## src/rtl/xgmii_loopback_chan.sv

```systemverilog
// XGMII loopback channel: TX words pass through an injection stage and a
// programmable delay line to RX, with per-frame corrupt/drop/local-fault injection.
module xgmii_loopback_chan #(
  parameter int unsigned LANES     = 8,
  parameter int unsigned MAX_DELAY = 16,
  parameter int unsigned CNT_W     = 16
) (
  input  logic                         clk_xgmii,
  input  logic                         reset_xgmii,
  input  logic                         cfg_en,
  input  logic [$clog2(MAX_DELAY)-1:0] cfg_delay,
  input  logic [1:0]                   cfg_mode,
  input  logic [7:0]                   cfg_nth,
  input  logic [8*LANES-1:0]           xgmii_txd,
  input  logic [LANES-1:0]             xgmii_txc,
  output logic [8*LANES-1:0]           xgmii_rxd,
  output logic [LANES-1:0]             xgmii_rxc,
  output logic [CNT_W-1:0]             frame_cnt,
  output logic [CNT_W-1:0]             err_cnt
);

  localparam int unsigned DW     = 8 * LANES;
  localparam int unsigned WW     = DW + LANES;
  localparam int unsigned DLY_W  = $clog2(MAX_DELAY);
  localparam int unsigned NUM_SR = MAX_DELAY - 1;

  localparam logic [DW-1:0]    IDLE_D = {LANES{8'h07}};
  localparam logic [LANES-1:0] IDLE_C = {LANES{1'b1}};
  localparam logic [WW-1:0]    IDLE_W = {IDLE_C, IDLE_D};

  typedef enum logic [1:0] {S_IDLE, S_PASS, S_INJ} state_t;

  state_t          state_q, state_d;
  logic [1:0]      mode_q, mode_d;
  logic            first_q, first_d;
  logic [7:0]      cd_q, cd_d;
  logic            fcnt_inc, ecnt_inc;
  logic [DW-1:0]   in_d, mod_d, lf_d;
  logic [LANES-1:0] in_c, mod_c, lf_c;
  logic            start_c, term_c, tgt_c;
  logic            apply_en, apply_first;
  logic [1:0]      apply_mode;
  logic [DLY_W-1:0] dly_eff;
  logic [WW-1:0]   sr_q [NUM_SR];

  // Accepted word, start/terminate detection and local-fault pattern
  always_comb begin
    in_d    = cfg_en ? xgmii_txd : IDLE_D;
    in_c    = cfg_en ? xgmii_txc : IDLE_C;
    start_c = (in_d[7:0] == 8'hFB) && in_c[0];
    term_c  = 1'b0;
    lf_d    = '0;
    lf_c    = '0;
    for (int i = 0; i < int'(LANES); i++) begin
      if (in_d[8*i +: 8] == 8'hFD && in_c[i]) term_c = 1'b1;
      case (i % 4)
        0:       begin lf_d[8*i +: 8] = 8'h9C; lf_c[i] = 1'b1; end
        3:       lf_d[8*i +: 8] = 8'h01;
        default: lf_d[8*i +: 8] = 8'h00;
      endcase
    end
    tgt_c = (cd_q == 8'd1) && (cfg_nth != 8'd0) && (cfg_mode != 2'd0);
  end

  // Frame FSM, targeting and injection
  always_comb begin
    state_d     = state_q;
    mode_d      = mode_q;
    first_d     = 1'b0;
    cd_d        = cd_q;
    fcnt_inc    = 1'b0;
    ecnt_inc    = 1'b0;
    apply_en    = 1'b0;
    apply_first = 1'b0;
    apply_mode  = mode_q;
    mod_d       = in_d;
    mod_c       = in_c;
    case (state_q)
      S_IDLE: begin
        if (start_c) begin
          fcnt_inc = 1'b1;
          cd_d     = (cd_q <= 8'd1) ? cfg_nth : cd_q - 8'd1;
          if (tgt_c) begin
            mode_d     = cfg_mode;
            apply_en   = 1'b1;
            apply_mode = cfg_mode;
            // a single-word frame has no second word to corrupt
            ecnt_inc   = !(term_c && cfg_mode == 2'd1);
            state_d    = term_c ? S_IDLE : S_INJ;
            first_d    = 1'b1;
          end else begin
            state_d = term_c ? S_IDLE : S_PASS;
          end
        end
      end
      S_PASS: if (term_c) state_d = S_IDLE;
      S_INJ: begin
        apply_en    = 1'b1;
        apply_first = first_q;
        if (term_c) state_d = S_IDLE;
      end
      default: state_d = S_IDLE;
    endcase
    if (apply_en) begin
      case (apply_mode)
        2'd1: if (apply_first) begin
          mod_d[7:0] = 8'hFE;
          mod_c[0]   = 1'b1;
        end
        2'd2: begin mod_d = IDLE_D; mod_c = IDLE_C; end
        2'd3: begin mod_d = lf_d;   mod_c = lf_c;   end
        default: ;
      endcase
    end
    if (!cfg_en) state_d = S_IDLE;
  end

  always_ff @(posedge clk_xgmii) begin
    if (reset_xgmii) begin
      state_q   <= S_IDLE;
      mode_q    <= 2'd0;
      first_q   <= 1'b0;
      cd_q      <= cfg_nth;
      frame_cnt <= '0;
      err_cnt   <= '0;
    end else begin
      state_q <= state_d;
      mode_q  <= mode_d;
      first_q <= first_d;
      cd_q    <= cd_d;
      if (fcnt_inc && frame_cnt != {CNT_W{1'b1}}) frame_cnt <= frame_cnt + CNT_W'(1);
      if (ecnt_inc && err_cnt != {CNT_W{1'b1}})   err_cnt   <= err_cnt + CNT_W'(1);
    end
  end

  always_comb begin
    if (32'(cfg_delay) > 32'(MAX_DELAY - 1)) dly_eff = DLY_W'(MAX_DELAY - 1);
    else                                     dly_eff = cfg_delay;
  end

  // Delay line; the output register picks the tap so total latency is 1 + delay
  always_ff @(posedge clk_xgmii) begin
    if (reset_xgmii) begin
      for (int i = 0; i < int'(NUM_SR); i++) sr_q[i] <= IDLE_W;
      xgmii_rxd <= IDLE_D;
      xgmii_rxc <= IDLE_C;
    end else begin
      sr_q[0] <= {mod_c, mod_d};
      for (int i = 1; i < int'(NUM_SR); i++) sr_q[i] <= sr_q[i-1];
      if (dly_eff == '0) begin
        xgmii_rxd <= mod_d;
        xgmii_rxc <= mod_c;
      end else begin
        {xgmii_rxc, xgmii_rxd} <= sr_q[dly_eff - DLY_W'(1)];
      end
    end
  end

endmodule
```

## config.mk

```make
export PLATFORM = sky130hd
export DESIGN_NAME = xgmii_loopback_chan
export DESIGN_NICKNAME = d
export VERILOG_FILES = /design/src/rtl/xgmii_loopback_chan.sv
export SDC_FILE = /design/constraint.sdc
export NUM_CORES = 2
export LEC_CHECK = 0
export BUFFER_PORTS_ARGS = -buffer_cell sky130_fd_sc_hd__buf_2
export CAP_MARGIN = 20
export CELL_PAD_IN_SITES_DETAIL_PLACEMENT = 2
export CELL_PAD_IN_SITES_GLOBAL_PLACEMENT = 2
export CORE_MARGIN = 5
export CORE_UTILIZATION = 42
export CTS_CLUSTER_SIZE = 28
export DETAILED_ROUTE_END_ITERATION = 10
export GPL_ROUTABILITY_DRIVEN = 0
export HOLD_SLACK_MARGIN = 0.02
export PLACE_DENSITY = 0.88
export RECOVER_POWER = 50
export SYNTH_ARGS = -nofsm -noshare
export SYNTH_HDL_FRONTEND = slang
export SYNTH_SLANG_ARGS = --single-unit
```

## constraint.sdc

```tcl
create_clock -name clk_xgmii -period 4.1 [get_ports clk_xgmii]
set_input_delay 0.205 -clock clk_xgmii [delete_from_list [all_inputs] [get_ports clk_xgmii]]
set_output_delay 0.205 -clock clk_xgmii [all_outputs]
set_load 0.01 [all_outputs]
```

==> flow_summary.toml <==
[run_status]
status = "finished, violations left"
violations = "max-capacitance violations, max-slew violations"

[clock_network]
clkLatencyLatePin_ps = 720
cts-resized-gates = 0
cts.clk_slew.worst_paths_ps = 70
hold_buffers = 84
cts.path.max_buffers = 3
cts_setup_buffers = 0
root_buffer = "clkbuf_16"
htreeDepth = 3
cts_buffers = 120
cts_tree = "built"
cts.sinks = 1197

[critical_path]
critPathArrivalTime_ps = 4530
worstSetupPathType = "register to register"
cp_max_fo = 9
startpoint_type = "register"
endpoint_kind = "register"
required_ps = 4680

[synth]
synth_nets = 3686
yosysTopAreaCellShare_pct = 55.9
synth-edff-count = 8
yosysSeqAreaShare_pct = 56.5
synth_seq_cells = 1197
synth_cell_types = 52
yosysTopAreaCell = "dfxtp_1"
avgSynthCellArea_sq_um = 11.9
synth_area_sq_um = 42500
async_flop_share_pct = 0
netlist_instances = 3589
synth_ff_type = "dfxtp_1"
synth_area_leaders = "dfxtp_1 (56%), mux4_2 (14%), nor2b_1 (8.7%)"
yosysWarnings = 0

[routing]
route.final.wire_length_microns = 176000
drt_iter0_markers = 2597
via_per_inst = 5.89
drc_errors = 0
firstDrtPassIters = 5
wire_per_inst_microns = 33.8
vias = 30753
ant_nets = 0

[grt]
grt_pass1_vias = 34215
grt_overflow = 0
grt_pass1_wl_microns = 256000
grtUsageTotal_pct = 31.9
grt_max_degree = 256
antenna_found_initial = 14

[timing]
finalSetupViolations = 0
max_freq_mhz = 254
min_period_over_period_pct = 96.1
hold_viol_final = 0
rsz0062_at_grt = "false"
timing.slew.headroom_pct = -57.2
final.setup.tns_ps = 0
slew_viol_final = 365
period_needed_ps = 3940
tightest_slew_ps = 2360
finClkSkew_ps = 25.8

[floorplan]
die_height_microns = 328
rows = 116
core_sq_um = 100000
die_area_sq_um = 108000
initial_utilization_pct = 42.4
die_x_microns = 328
io_pins = 193

[power]
pwr-share-clk_pct = 46.9
power.switching_mw = 6.45
pwr_density_cell_nw_per_um2 = 512
p_comb_share_pct = 6.3
sw_frac_of_total_pct = 25.4
finalPower_mw = 25.3
ir_drop_v = 0.000377
p_int_mw = 18.9
power_frac_seq_pct = 46.9
p_leak_nw = 17.8

[run]
cap_violations = 2

[min_path]
hp-class = "input pin to register"

[final_layout]
drive_gt1_share_pct = 27.1
multi_input_area_sq_um = 17500
nFillCells = 9638
syn2layout_area_growth_pct = 16.4
fin_cells = 5225
fin_nets = 3862
regArea_sq_um = 24000

[placed_design]
dp_hpwl_microns = 78100
io_buffers = 192
dp_cells = 4916
==> cell families after synthesis <==
kind of cell,Yosys count,share of synthesized area [%]
compound gates,300,4.77
xor+xnor,23,0.473
fa+ha+maj,8,0.235
buf+inv,276,2.56
flops,1197,56.5
mux,334,15.4
simple gates,1451,20.1
==> placed cells by master (no fill, tap or decap), drive strengths merged, types with 8 or more instances in the layout <==
cell type,n
inv,18
dfxtp,1189
mux4,256
a211oi,99
a21oi,109
buf,129
mux2i,76
and3,8
and2,36
o21bai,26
or2,449
nor2b,591
nand4,19
o32ai,27
nor4,13
clkinv,15
xor2,16
nor2,150
clkbuf,286
dlygate4sd3,84
bufinv,9
nand3,52
ha,8
nand4b,8
nand2b,12
nor3,12
o31ai,11
nand2,71
diode,13
or4,11
edfxtp,8
==> flip-flops by register name (all words and copies together), names as in the netlist <==
signal	cells
cd_q	8
err_cnt	16
first_q	1
frame_cnt	16
mode_q	2
sr_q	1080
state_q	2
xgmii_rxc	8
xgmii_rxd	64
==> per-layer routing <==
| metal | up-vias | GRT usage (%) | wire, microns |
|---|---|---|---|
| met5 | - | 0 | 13 |
| met4 | 2 | 14.7 | 9080 |
| met3 | 488 | 5.26 | 8880 |
| met2 | 1299 | 57.5 | 90700 |
| met1 | 16346 | 37.2 | 67800 |
| li1 | 12618 | - | - |
==> synthesized netlist by cell type (all sizes together) (5+ instances only) <==
library cell / instances
nand4b: 8
nor2b: 591
dfxtp: 1189
nor3: 12
nor4: 13
or3: 5
nand2: 71
o21bai: 26
o31ai: 11
nand2b: 12
and4: 7
ha: 8
buf: 46
a21oi: 109
nand3: 52
inv: 12
a211oi: 99
and2: 36
mux2i: 76
or2: 449
clkbuf: 218
xnor2: 7
and3: 8
a211o: 5
xor2: 16
o21ai: 7
nand4: 19
edfxtp: 8
or4: 11
o32ai: 27
or3b: 5
mux4: 256
nor2: 150
==> stage by stage <==
step	hold slack [ps]	worst slack, ps	area (sq um)	utilization (%)
global route	72.8	167	49500	49.4
CTS	33.2	533	49600	49.5
finish	94.6	159	49500	49.4
floorplan	306	593	42500	-
global placement	413	986	44800	44.6
detailed placement	426	826	44800	44.6
==> power groups by stage <==
stage	Clock (mW)	Sequential, mW	Combinational [mW]
2_1_floorplan	0	12.1	0.858
3_3_place_gp	0	12.1	1.34
3_5_place_dp	0	12.1	1.39
4_1_cts	11.7	11.9	1.53
5_1_grt	12.3	11.9	1.63
6_report	11.9	11.9	1.58
==> critical path, stage by stage (launching register included) <==
cell and delay (ps):
edfxtp_1 390, inv_1 120, ha_1 150, or3b_4 400, a211oi_4 650, and3_1 500, buf_4 250, mux2i_1 580
nor2_1 260, a211oi_1 480
==> cell type report <==
class / count / area share [%]
flip-flops and latches: 1197 / 48.5
multi-input cells: 2116 / 35.4
clock buffers: 181 / 7.24
repair buffers: 318 / 4.37
well taps: 1357 / 3.43
clock inverters: 31 / 0.894
inverters: 12 / 0.0909
diodes: 13 / 0.0657
==> worst paths after layout <==
check        depth (start not counted)      endpoint    startpoint  slack (ps)
max                                  9  xgmii_rxd[3]       cd_q[1]         160
min                                  3   sr_q[0][70]  xgmii_txc[6]          90
max reg2reg                          9  xgmii_rxd[3]       cd_q[1]         160
min reg2reg                          1   sr_q[12][9]   sr_q[11][9]         450
No activity file was read; power rests on OpenSTA's default activity.
